File: config.mk
export PLATFORM = sky130hd
export DESIGN_NAME = lpc_cycle_sequencer
export DESIGN_NICKNAME = d
export VERILOG_FILES = /design/src/rtl/lpc_cycle_sequencer.sv
export SDC_FILE = /design/constraint.sdc
export NUM_CORES = 1
export LEC_CHECK = 0
export BUFFER_PORTS_ARGS = -buffer_cell sky130_fd_sc_hd__buf_2
export CAP_MARGIN = 10
export CORE_ASPECT_RATIO = 1.2
export CORE_MARGIN = 1
export CORE_UTILIZATION = 39
export CTS_BUF_LIST = sky130_fd_sc_hd__clkbuf_4
export CTS_CLUSTER_SIZE = 16
export DETAILED_ROUTE_END_ITERATION = 7
export PLACE_DENSITY = 0.6
export SLEW_MARGIN = 15
export SYNTH_ARGS = -nofsm -noshare
export SYNTH_HDL_FRONTEND = slang
export SYNTH_SLANG_ARGS = --single-unit
File: constraint.sdc
create_clock -name LpcClock -period 1.9 [get_ports LpcClock]
set_clock_uncertainty 0.05 [all_clocks]
set_input_delay 0.095 -clock LpcClock [delete_from_list [all_inputs] [get_ports LpcClock]]
set_output_delay 0.095 -clock LpcClock [all_outputs]
set_load 0.02 [all_outputs]
File: src/rtl/lpc_cycle_sequencer.sv
// LPC I/O-cycle target sequencer. Follows LFRAME#/LAD framing, decodes a
// 16-bit I/O address against a 256-byte window and steps a claimed cycle
// through turnaround, SYNC and data phases. All outputs are registered and
// aligned with the one-hot State vector.
module lpc_cycle_sequencer #(
  parameter logic [15:0] BASE_ADDR   = 16'h0C00,
  parameter int unsigned WAIT_CYCLES = 0
) (
  input  logic        LpcClock,
  input  logic        PciReset,
  input  logic        LpcFrame_n,
  input  logic [3:0]  LpcAd,
  output logic [12:0] State,
  output logic        Opcode,
  output logic [7:0]  AddrReg,
  output logic        Hit,
  output logic [7:0]  WrData,
  output logic        WrStrobe,
  output logic        RdStrobe,
  output logic        SyncLong
);

  // One-hot encoding doubles as the State output bit map.
  typedef enum logic [12:0] {
    ST_IDLE   = 13'h0001,
    ST_CYC    = 13'h0002,
    ST_A3     = 13'h0004,
    ST_A2     = 13'h0008,
    ST_A1     = 13'h0010,
    ST_A0     = 13'h0020,
    ST_TAR_H1 = 13'h0040,
    ST_TAR_H2 = 13'h0080,
    ST_SYNC   = 13'h0100,
    ST_DATA_L = 13'h0200,
    ST_DATA_H = 13'h0400,
    ST_TAR_P1 = 13'h0800,
    ST_TAR_P2 = 13'h1000
  } state_e;

  localparam logic [3:0] WAIT_LOAD = 4'(WAIT_CYCLES);
  localparam logic [7:0] BASE_HI   = BASE_ADDR[15:8];

  state_e      state_q, state_d;
  logic        opcode_q, opcode_d;
  logic [7:0]  addr_hi_q, addr_hi_d;
  logic [7:0]  addr_reg_q, addr_reg_d;
  logic [7:0]  wr_data_q, wr_data_d;
  logic [3:0]  wait_cnt_q, wait_cnt_d;
  logic        hit_q, hit_d;
  logic        wr_strobe_q, wr_strobe_d;
  logic        rd_strobe_q, rd_strobe_d;
  logic        sync_long_q, sync_long_d;
  logic        abort;

  // Next-state, capture and registered-output computation.
  always_comb begin
    // NOTE: every signal written here gets a default first so no path can
    // leave it unassigned, which would otherwise infer a latch.
    state_d     = state_q;
    opcode_d    = opcode_q;
    addr_hi_d   = addr_hi_q;
    addr_reg_d  = addr_reg_q;
    wr_data_d   = wr_data_q;
    wait_cnt_d  = wait_cnt_q;
    sync_long_d = 1'b0;

    // LFRAME# asserted mid-cycle abandons the cycle; only a START nibble
    // restarts framing, anything else drops back to IDLE.
    abort = !LpcFrame_n && (state_q != ST_IDLE) && (state_q != ST_CYC);

    if (abort) begin
      state_d = (LpcAd == 4'h0) ? ST_CYC : ST_IDLE;
    end else begin
      unique case (state_q)
        ST_IDLE: if (!LpcFrame_n && LpcAd == 4'h0) state_d = ST_CYC;
        ST_CYC: begin
          if (!LpcFrame_n) begin
            state_d = (LpcAd == 4'h0) ? ST_CYC : ST_IDLE;
          end else if (LpcAd == 4'h0) begin
            opcode_d = 1'b0;
            state_d  = ST_A3;
          end else if (LpcAd == 4'h2) begin
            opcode_d = 1'b1;
            state_d  = ST_A3;
          end else begin
            state_d = ST_IDLE;
          end
        end
        ST_A3: begin
          addr_hi_d[7:4] = LpcAd;
          state_d        = ST_A2;
        end
        ST_A2: begin
          addr_hi_d[3:0] = LpcAd;
          state_d        = ST_A1;
        end
        ST_A1: begin
          addr_reg_d[7:4] = LpcAd;
          state_d         = ST_A0;
        end
        ST_A0: begin
          addr_reg_d[3:0] = LpcAd;
          if (addr_hi_q == BASE_HI) state_d = opcode_q ? ST_DATA_L : ST_TAR_H1;
          else                      state_d = ST_IDLE;
        end
        ST_TAR_H1: begin
          wait_cnt_d = WAIT_LOAD;
          state_d    = ST_TAR_H2;
        end
        ST_TAR_H2: begin
          sync_long_d = (wait_cnt_q != 4'd0);
          state_d     = ST_SYNC;
        end
        ST_SYNC: begin
          if (wait_cnt_q != 4'd0) begin
            wait_cnt_d  = wait_cnt_q - 4'd1;
            sync_long_d = (wait_cnt_q != 4'd1);
          end else begin
            state_d = opcode_q ? ST_TAR_P1 : ST_DATA_L;
          end
        end
        ST_DATA_L: begin
          if (opcode_q) wr_data_d[3:0] = LpcAd;
          state_d = ST_DATA_H;
        end
        ST_DATA_H: begin
          if (opcode_q) wr_data_d[7:4] = LpcAd;
          state_d = opcode_q ? ST_TAR_H1 : ST_TAR_P1;
        end
        ST_TAR_P1: state_d = ST_TAR_P2;
        ST_TAR_P2: state_d = ST_IDLE;
        default:   state_d = ST_IDLE;
      endcase
    end

    // Strobes mark the clock the sequencer sits in TAR_H1; Hit covers the
    // claimed span from TAR_H1 until the cycle ends or is aborted.
    rd_strobe_d = (state_q == ST_A0)      && (state_d == ST_TAR_H1);
    wr_strobe_d = (state_q == ST_DATA_H)  && (state_d == ST_TAR_H1);
    hit_d       = (state_d == ST_TAR_H1) ||
                  (hit_q && (state_d != ST_IDLE) && (state_d != ST_CYC));
  end

  // State and output registers; reset abandons any cycle in flight.
  always_ff @(posedge LpcClock or negedge PciReset) begin
    if (!PciReset) begin
      state_q     <= ST_IDLE;
      opcode_q    <= 1'b0;
      addr_hi_q   <= 8'h00;
      addr_reg_q  <= 8'h00;
      wr_data_q   <= 8'h00;
      wait_cnt_q  <= 4'd0;
      hit_q       <= 1'b0;
      wr_strobe_q <= 1'b0;
      rd_strobe_q <= 1'b0;
      sync_long_q <= 1'b0;
    end else begin
      // NOTE: non-blocking assignments so every flop samples pre-edge values.
      state_q     <= state_d;
      opcode_q    <= opcode_d;
      addr_hi_q   <= addr_hi_d;
      addr_reg_q  <= addr_reg_d;
      wr_data_q   <= wr_data_d;
      wait_cnt_q  <= wait_cnt_d;
      hit_q       <= hit_d;
      wr_strobe_q <= wr_strobe_d;
      rd_strobe_q <= rd_strobe_d;
      sync_long_q <= sync_long_d;
    end
  end

  assign State    = state_q;
  assign Opcode   = opcode_q;
  assign AddrReg  = addr_reg_q;
  assign Hit      = hit_q;
  assign WrData   = wr_data_q;
  assign WrStrobe = wr_strobe_q;
  assign RdStrobe = rd_strobe_q;
  assign SyncLong = sync_long_q;

endmodule

==> run metrics, run 1 <==
crit start category=flip-flop; outcome=complete, but fails checks; Clk Latency, worst-skew pair=0.36 ns; hold path start=LpcAd[1]; total global routing overflow=0; CTS Buf Count=5; CTS root buf=clkbuf_4; total of max-cap violations=0; dominant synthesized flop cell=dfrtp_1; arrival time worst endpoint=2.21 ns; pre-CTS setup slack=-0.183 ns; post-place instance area=2810 µm²; fin crit share=1.06; GRT Util Overall=0.195; die width=71.3 µm; DRT Wirelength=5430 µm; site row count=29; slowest CP cell=dfrtp_1; Hold Slack=0.0518 ns; critical path, cell by cell=nor4_4, buf_6, nand3b_1, nor3b_4, buf_6, mux2_4; Data required, critical path=2.10 ns; Final setup viols=24; origin of the critical flop-to-flop path=State[9]$_DFF_PN0_; Final HPWL DP=3920 µm; Die Y=85.1 µm; Placeable Area=5410 µm²; Fin. Hold Viols=0; RSZ-0062 raised after global routing=true; most frequent CP cell=buf_6; CTS tree=done; FF+latch count, synth=46; syn_nets=197; number of synthesized flops with an enable pin=0; Yosys top cell area share=0.501; final instance area=3100 µm²; slew margin rel.=0.615; DRT antenna net count=0; Max Clk Rate=497 MHz; vias per cell=5.40; largest net degree at the start of global routing=47; routed wl met3=214 µm; cell area power density=649 nW/µm²; Starting Density=0.415; Worst Setup End Kind=flip-flop; H-tree level count=2; Synth area leader=dfrtp_1; layout cells sized above 1=0.546; wl on met1=2540 µm; Min Clock Period, post-route=2.01 ns; first-pass GRT wire length=9040 µm; worst-path maximum fanout=7; Worst-path clk slew=0.14 ns; failing checks=DRC, setup timing; measured slew at the worst slew-check pin=0.578 ns; synthesis-to-layout area growth=38.0%; ant diodes=0; RePlAce Congestion=0.808; FFs w/ async S/R, synth=1.00; Hold WC Path Type=in2reg; Worst Slack Setup Final=-0.111 ns; Syn Area/Cell=12.0 µm²; post-synthesis cell area=2250 µm²; CP peak stage delay=0.43 ns; Nets=278; final setup TNS=-1.49 ns; initial antenna violation count=0; drt drc=3; cells after synthesis=187; Top Layer Used=met4; via count=1787; DR pass1 iterations=6; post-synthesis sequential area ratio=0.513; wire per inst=16.4 µm; P_leak=1.53 nW; worst ir drop on vdd=441 µV; IO Port Bufs=40; vias in the first global route=1798; Crit Path Class=reg2reg; fin. max-slew vios=0; deepest clock path buffer count=2; WL met2=2620 µm; DRT iter0 DRCs=118; die area=6070 µm²; Setup crit start=State[9]$_DFF_PN0_; clk sinks=46; io pins=41; synth top area cells=dfrtp_1 (50%), mux2_2 (11%), nor2_1 (2.8%); YS warnings=0; synth unique cells=48
## registers in the layout (all words and copies together) (netlist names)
name and cells:
wait_cnt_q 4, State 13, RdStrobe 1, addr_hi_q 8
WrData 8, WrStrobe 1, Hit 1, SyncLong 1
AddrReg 8, Opcode 1
## placed cells by master (no fill, tap or decap), drive strengths merged, types with 4 or more instances in the layout
cell,n
nand3b,5
mux2,25
a21oi,4
buf,80
clkbuf,5
and4,4
dfrtp,45
xor2,7
nand4,8
nand2,6
o21ai,4
nor2,17
nor3,10
nor4,4
## final timing paths
| kind | end | slack [ns] | cells after the start |
|---|---|---|---|
| setup / recovery | addr_hi_q[3]$_DFFE_PN0P_ | -0.11 | 6 |
| hold / removal | Opcode$_DFFE_PN0P_ | 0.05 | 2 |
| setup reg to reg | addr_hi_q[3]$_DFFE_PN0P_ | -0.11 | 6 |
| hold reg to reg | WrData[0]$_DFFE_PN0P_ | 0.47 | 1 |
| max in group asynchronous | State[1]$_DFF_PN0_ | 1.10 | 3 |
| min in group asynchronous | State[6]$_DFF_PN0_ | 0.28 | 3 |
## cell usage after synthesis, types with 2 or more instances
| cell type | n |
|---|---|
| mux2_2 | 21 |
| nor4b_1 | 3 |
| nor3_1 | 10 |
| nand4_1 | 8 |
| and4_1 | 3 |
| mux2_4 | 4 |
| clkbuf_1 | 2 |
| ha_1 | 3 |
| nand2b_1 | 3 |
| nor2b_1 | 2 |
| buf_2 | 3 |
| nor4_4 | 2 |
| a22oi_1 | 2 |
| dfrtp_1 | 45 |
| nor2_1 | 17 |
| xor2_1 | 7 |
| nand2_1 | 5 |
| a21oi_1 | 4 |
| inv_1 | 3 |
| a31oi_1 | 2 |
| clkbuf_2 | 2 |
| nand3b_1 | 5 |
| nand3_1 | 3 |
| o21ai_0 | 4 |
## critical path, delay by kind of cell (launching register included)
family | cells | cell delay, ns
simple gates | 3 | 0.79
flops | 1 | 0.43
buf+inv | 2 | 0.33
mux | 1 | 0.30
## cells by family after synthesis
kind of cell    share of synthesized area
compound gates                     0.0613
xor+xnor                           0.0273
fa+ha+maj                          0.0167
buf+inv                            0.0195
flops                               0.513
mux                                 0.132
simple gates                        0.230
## metal layers
metal  global-route usage  vias up
li1                     -      848
met1                0.264      886
met2                0.319       49
met3               0.0392        4
met4               0.0491        0
met5                    0        -
## power by group
group,total (mW),internal [mW],switching [mW]
Sequential,1.02,1.00,0.0227
Combinational,0.387,0.178,0.209
Clock,0.602,0.276,0.326
## metrics by stage
stage	std cells	total power, mW	utilization
6_report	331	2.01	0.573
5_1_grt	331	2.10	0.573
4_1_cts	329	2.00	0.558
3_5_place_dp	315	1.34	0.520
3_3_place_gp	315	1.34	0.520
2_1_floorplan	187	1.21	-
## area by class of cell
class                           count  area, µm²
Clock buffer                        5       37.5
Timing Repair Buffer               81        541
Multi-Input combinational cell    131       1230
Sequential cell                    46       1160
Fill cell                         466       2310
Clock inverter                      3       45.0
Inverter                            3       11.3
Tap cell                           62       77.6
## repair_timing
| action | 4_1_cts | 5_1_grt |
|---|---|---|
| hold endpoints to repair | 45 | 0 |
| setup buffers | 5 | 2 |
| hold buffers | 1 | 0 |
| gates resized for setup | 17 | 18 |
| endpoints found under the setup margin | 37 | 38 |
| pin swaps | 8 | 10 |
(Power assumes the default switching activity.)
==> run 2, diff against run 1 <==
- PLACE_DENSITY: 0.6 -> 0.61
==> run 2 against run 1 <==
Effect of this change: worst setup slack got worse by 0.046 ns; via count is 3.8% higher; clock-buffer cell count increased by 1; critical path depth grew 1; global-route usage increased by 0.19 points; the run still ends with DRC, setup timing left; die area did not move.
==> run metrics, run 2 (same netlist as run 1, synthesis figures left out) <==
Clk Latency, worst-skew pair=0.37 ns (was 0.36 ns); critical path, cell by cell=nor4_4, buf_6, buf_12, a41o_4, buf_6, nand4_1, mux2_4 (was nor4_4, buf_6, nand3b_1, nor3b_4, buf_6, mux2_4); Crit Path Class=reg2reg (unchanged); Nets=286 (was 278); post-place instance area=2860 µm² (was 2810 µm²); first-pass GRT wire length=9160 µm (was 9040 µm); ant diodes=0 (unchanged); fin crit share=1.08 (was 1.06); slew margin rel.=0.662 (was 0.615); final std cells w/o fill=339 (was 331); Endpoint, Worst Hold=addr_hi_q[1]$_DFFE_PN0P_ (was Opcode$_DFFE_PN0P_); IO Port Bufs=40 (unchanged); layout cells sized above 1=0.560 (was 0.546); cell count after placement=321 (was 315); cell area power density=647 nW/µm² (was 649 nW/µm²); CTS root buf=clkbuf_4 (unchanged); Final HPWL DP=3910 µm (was 3920 µm); slowest CP cell=dfrtp_1 (unchanged); die area=6070 µm² (unchanged); DRT antenna net count=0 (unchanged); fin. max-slew vios=0 (unchanged); reg2reg path depth=7 (was 6); vias per cell=5.47 (was 5.40); P_leak=1.60 nW (was 1.53 nW); hold path start=LpcAd[1] (unchanged); Hold Slack=0.0394 ns (was 0.0518 ns); measured slew at the worst slew-check pin=0.500 ns (was 0.578 ns); Final setup viols=29 (was 24); reg-to-reg setup timing slack=-0.16 ns (was -0.11 ns); final setup TNS=-2.95 ns (was -1.49 ns); number of fill cells=449 (was 466); max FFs per register=13 (unchanged); DRT iter0 DRCs=122 (was 118); largest net degree at the start of global routing=18 (was 47); Die Y=85.1 µm (unchanged); CP bufs+invs=3 (was 2); Clk network pwr share=0.299 (about the same); most frequent cells in the layout=dfrtp_1 (40), buf_2 (40), buf_4 (39) (was buf_2 (40), dfrtp_1 (39), buf_4 (32)); CP peak stage delay=0.44 ns (was 0.43 ns); Max Clk Rate=486 MHz (was 497 MHz); total global routing overflow=0 (unchanged); initial antenna violation count=0 (unchanged); internal power=1.49 mW (was 1.45 mW); origin of the critical flop-to-flop path=State[9]$_DFF_PN0_ (unchanged); Worst Slack Setup Final=-0.157 ns (was -0.111 ns); CTS tree=done (unchanged); multi-input logic area=1230 µm² (about the same); wire per inst=16.5 µm (was 16.4 µm); synthesis-to-layout area growth=41.9% (was 38.0%); Reg area=1160 µm² (about the same); deepest clock path buffer count=2 (unchanged); Logic pwr share=0.204 (was 0.192); Pwr Total=2.06 mW (was 2.01 mW); io pins=41 (unchanged); pre-CTS setup slack=-0.226 ns (was -0.183 ns); CP delay by family, top=simple AND/OR/NAND/NOR gates (unchanged); crit start category=flip-flop (unchanged); Fin. Hold Viols=0 (unchanged); Hold WC Path Type=in2reg (unchanged); drt drc=1 (was 3); Placeable Area=5410 µm² (unchanged); RSZ-0062 raised after global routing=true (unchanged); most frequent CP cell=buf_6 (unchanged); die width=71.3 µm (unchanged); site row count=29 (unchanged); arrival time worst endpoint=2.26 ns (was 2.21 ns); via count=1855 (was 1787); DR pass1 iterations=6 (unchanged); Worst Setup End Kind=flip-flop (unchanged); vias in the first global route=1843 (was 1798); DRT Wirelength=5610 µm (was 5430 µm); Hold Path Depth=2 (unchanged); worst ir drop on vdd=477 µV (was 441 µV); H-tree level count=2 (unchanged); outcome=complete, but fails checks (unchanged); Starting Density=0.415 (unchanged); RePlAce Congestion=0.823 (was 0.808); GRT Util Overall=0.197 (was 0.195); Net Sw Frac=0.275 (was 0.277); Worst-path clk slew=0.14 ns (about the same); Sequential Power Share=0.497 (was 0.508); CTS Buf Count=5 (unchanged); Min Clock Period, post-route=2.06 ns (was 2.01 ns); failing checks=DRC, setup timing (unchanged); worst-path maximum fanout=5 (was 7); Data required, critical path=2.10 ns (about the same); total of max-cap violations=0 (unchanged); clk sinks=46 (unchanged); P_sw=567 µW (was 558 µW); Util after Layout=0.589 (was 0.573); final instance area=3190 µm² (was 3100 µm²); r2r endpoint=addr_hi_q[5]$_DFFE_PN0P_ (was addr_hi_q[3]$_DFFE_PN0P_)
run 2: cell count changes in the layout (fill, tap and decap cells not counted), moves of 2 or more:
cell,delta
buf_12,+2
and4_1,-2
mux2_4,-3
and4_4,+3
nor2_2,-2
mux2_2,+3
buf_4,+7
run 2: repair_timing:
item	in CTS	in global routing
cloned	0	0
endpoints found under the hold margin	42	0
pin swaps	7	11
hold buffers	1	0
setup buffers	4	6
setup endpoints to repair	37	38
resized for setup	19	14
run 2: layout make-up:
type,count,share of cell area
Inverter,3,0.00353
Multi-Input combinational cell,131,0.388
Sequential cell,46,0.364
Timing Repair Buffer,89,0.195
Tap cell,62,0.0243
Clock buffer,6,0.0141
Clock inverter,2,0.0118
run 2: power by group through the flow:
| stage | sequential, mW | combinational, mW | clock [mW] |
|---|---|---|---|
| 3_3_place_gp | 1.04 | 0.323 | 0 |
| 2_1_floorplan | 1.05 | 0.165 | 0 |
| 6_report | 1.02 | 0.421 | 0.616 |
| 3_5_place_dp | 1.04 | 0.324 | 0 |
| 4_1_cts | 1.03 | 0.396 | 0.635 |
| 5_1_grt | 1.03 | 0.454 | 0.669 |
run 2: how the worst max path moves through the flow:
stage,startpoint,endpoint,cells past startpoint
after detailed placement,State[0]$_DFF_PN1_,Hit$_DFF_PN0_,5
after global placement,State[6]$_DFF_PN0_,State[12]$_DFF_PN0_,5
after CTS,State[3]$_DFF_PN0_,WrData[0]$_DFFE_PN0P_,6
after global routing,State[7]$_DFF_PN0_,addr_hi_q[1]$_DFFE_PN0P_,7
after floorplan,State[11]$_DFF_PN0_,WrData[4]$_DFFE_PN0P_,5
final,State[9]$_DFF_PN0_,addr_hi_q[5]$_DFFE_PN0P_,7
run 2: layer usage:
| metal | vias to the layer above | part of all wire | global-route usage |
|---|---|---|---|
| met2 | 49 | 0.49 | 0.319 |
| met5 | - | 0 | 0 |
| met4 | 0 | 0.016 | 0.0618 |
| li1 | 868 | - | - |
| met1 | 931 | 0.45 | 0.267 |
| met3 | 7 | 0.037 | 0.0368 |
run 2: worst register-to-register path, cell delays in order (launching register included):
cell	delay, ns
dfrtp_1	0.44
nor4_4	0.29
buf_6	0.16
buf_12	0.11
a41o_4	0.24
buf_6	0.10
nand4_1	0.19
mux2_4	0.36
==> run 3, diff against run 2 <==
- CORE_ASPECT_RATIO: 1.2 -> 1.25
==> run 3 against run 2 <==
Effect of this change: the run ends with setup timing left; highest routed layer unchanged; sequential power about the same; sequential cell count unchanged; die area about the same; clock power decreased by 0.6%.
==> run metrics, run 3 (same netlist as run 1, synthesis figures left out) <==
outcome=complete, but fails checks (unchanged); failing checks=setup timing (was DRC, setup timing); most frequent cells in the layout=buf_2 (40), dfrtp_1 (39), buf_4 (35) (was dfrtp_1 (40), buf_2 (40), buf_4 (39)); DRT antenna net count=0 (unchanged); total of max-cap violations=0 (unchanged); final instance area=3140 µm² (was 3190 µm²); r2r endpoint=addr_hi_q[1]$_DFFE_PN0P_ (was addr_hi_q[5]$_DFFE_PN0P_); most common cell after layout, fill and taps aside=buf_2; Placeable Area=5480 µm² (was 5410 µm²); Setup crit start=State[11]$_DFF_PN0_ (was State[9]$_DFF_PN0_); post-place instance area=2860 µm² (unchanged); Final HPWL DP=3840 µm (was 3910 µm); RePlAce Congestion=0.786 (was 0.823); DR pass1 iterations=4 (was 6); fin. max-slew vios=0 (unchanged); total global routing overflow=0 (unchanged); drt drc=0 (was 1); ant diodes=0 (unchanged); synthesis-to-layout area growth=39.7% (was 41.9%); measured slew at the worst slew-check pin=0.576 ns (was 0.500 ns); layout cells sized above 1=0.551 (was 0.560); number of fill cells=469 (was 449); P_leak=1.58 nW (was 1.60 nW); CTS root buf=clkbuf_4 (unchanged); Crit Path Class=reg2reg (unchanged); site row count=30 (was 29); Nets=281 (was 286); die area=6070 µm² (about the same); die width=69.9 µm (was 71.3 µm); Critical Path End=addr_hi_q[1]$_DFFE_PN0P_ (was addr_hi_q[5]$_DFFE_PN0P_); worst-path maximum fanout=7 (was 5); slew margin rel.=0.616 (was 0.662); hold path start=LpcAd[2] (was LpcAd[1]); cell area power density=654 nW/µm² (was 647 nW/µm²); CTS Buf Count=5 (unchanged); CTS tree=done (unchanged); slowest CP cell=dfrtp_2 (was dfrtp_1); Worst-path clk slew=0.15 ns (was 0.14 ns); CP peak stage delay=0.44 ns (about the same); DRT iter0 DRCs=89 (was 122); final std cells w/o fill=336 (was 339); RSZ-0062 raised after global routing=true (unchanged); deepest clock path buffer count=2 (unchanged); GRT Util Overall=0.190 (was 0.197); multi-input logic area=1230 µm² (about the same); Clk Latency, worst-skew pair=0.37 ns (about the same); Min Clock Period, post-route=2.06 ns (about the same); Final setup viols=24 (was 29); io pins=41 (unchanged); Hold Slack=0.0407 ns (was 0.0394 ns); H-tree level count=2 (unchanged); Max Clk Rate=484 MHz (was 486 MHz); DRT Wirelength=5550 µm (was 5610 µm); vias per cell=5.37 (was 5.47); Die Y=86.8 µm (was 85.1 µm); clk sinks=46 (unchanged); max FFs per register=13 (unchanged); crit start category=flip-flop (unchanged); critical path, cell by cell=nor4_4, buf_6, nand3b_1, buf_4, nor3b_4, buf_6, mux2_4 (was nor4_4, buf_6, buf_12, a41o_4, buf_6, nand4_1, mux2_4); vias in the first global route=1775 (was 1843); first-pass GRT wire length=8890 µm (was 9160 µm); worst ir drop on vdd=474 µV (was 477 µV); largest net degree at the start of global routing=47 (was 18); most frequent CP cell=buf_6 (unchanged); arrival time worst endpoint=2.28 ns (was 2.26 ns); reg2reg path depth=7 (unchanged); Data required, critical path=2.11 ns (was 2.10 ns); fin crit share=1.09 (was 1.08); IO Port Bufs=40 (unchanged); Worst Setup End Kind=flip-flop (unchanged); cell count after placement=321 (unchanged); initial antenna violation count=0 (unchanged); reg-to-reg setup timing slack=-0.16 ns (about the same); Reg area=1160 µm² (about the same); Starting Density=0.410 (was 0.415); wire per inst=16.5 µm (about the same); via count=1805 (was 1855); Worst Slack Setup Final=-0.165 ns (was -0.157 ns); origin of the critical flop-to-flop path=State[11]$_DFF_PN0_ (was State[9]$_DFF_PN0_); Fin. Hold Viols=0 (unchanged); Hold WC Path Type=in2reg (unchanged)
[run 3: where the power goes]
part / internal (mW) / total, mW / switching, mW
combinational: 0.203 / 0.425 / 0.222
sequential: 1.00 / 1.02 / 0.0162
clock: 0.280 / 0.612 / 0.332
[run 3: what timing repair did]
| item | in CTS | in global routing |
|---|---|---|
| endpoints found under the hold margin | 45 | 0 |
| setup buffers | 3 | 4 |
| resized for setup | 21 | 15 |
| setup endpoints to repair | 36 | 38 |
| hold buffers | 1 | 0 |
| pin swaps | 6 | 11 |
[run 3: worst min-delay path by stage]
stage               slack, ns                endpoint  cells after the start
finish                   0.04   WrData[6]$_DFFE_PN0P_                      2
CTS                      0.03   WrData[6]$_DFFE_PN0P_                      2
floorplan               -0.25  AddrReg[0]$_DFFE_PN0P_                      0
detailed placement       0.17      SyncLong$_DFF_PN0_                      2
global route             0.04   WrData[7]$_DFFE_PN0P_                      2
global placement         0.17      State[7]$_DFF_PN0_                      2
[run 3: critical path, delay by kind of cell (launching register included)]
family | cells | cell delay (ns)
buffers and inverters | 3 | 0.53
DFF | 1 | 0.44
muxes | 1 | 0.30
and+or+nand+nor | 3 | 0.65
[run 3: metrics by stage]
stage	setup TNS [ns]	power (mW)	utilization	worst slack (ns)
floorplan	-3.66	1.21	-	-0.177
global placement	-3.09	1.38	0.521	-0.156
detailed placement	-3.44	1.39	0.521	-0.220
CTS	-1.23	2.04	0.558	-0.0878
global route	-3.66	2.14	0.573	-0.237
finish	-1.69	2.05	0.573	-0.165
[run 3: final cells by class]
| cell class | count | share of cell area |
|---|---|---|
| Timing Repair Buffer | 84 | 0.182 |
| Clock inverter | 3 | 0.0140 |
| Multi-Input combinational cell | 131 | 0.393 |
| Clock buffer | 5 | 0.0120 |
| Tap cell | 64 | 0.0255 |
| Sequential cell | 46 | 0.370 |
| Inverter | 3 | 0.00359 |
[run 3: metal layers]
layer  vias to the layer above  share of wire  global-route usage
met5                         -              0                   0
met4                         0          0.015              0.0800
met3                         7          0.036              0.0349
met2                        45           0.50               0.323
met1                       899           0.45               0.239
li1                        854              -                   -
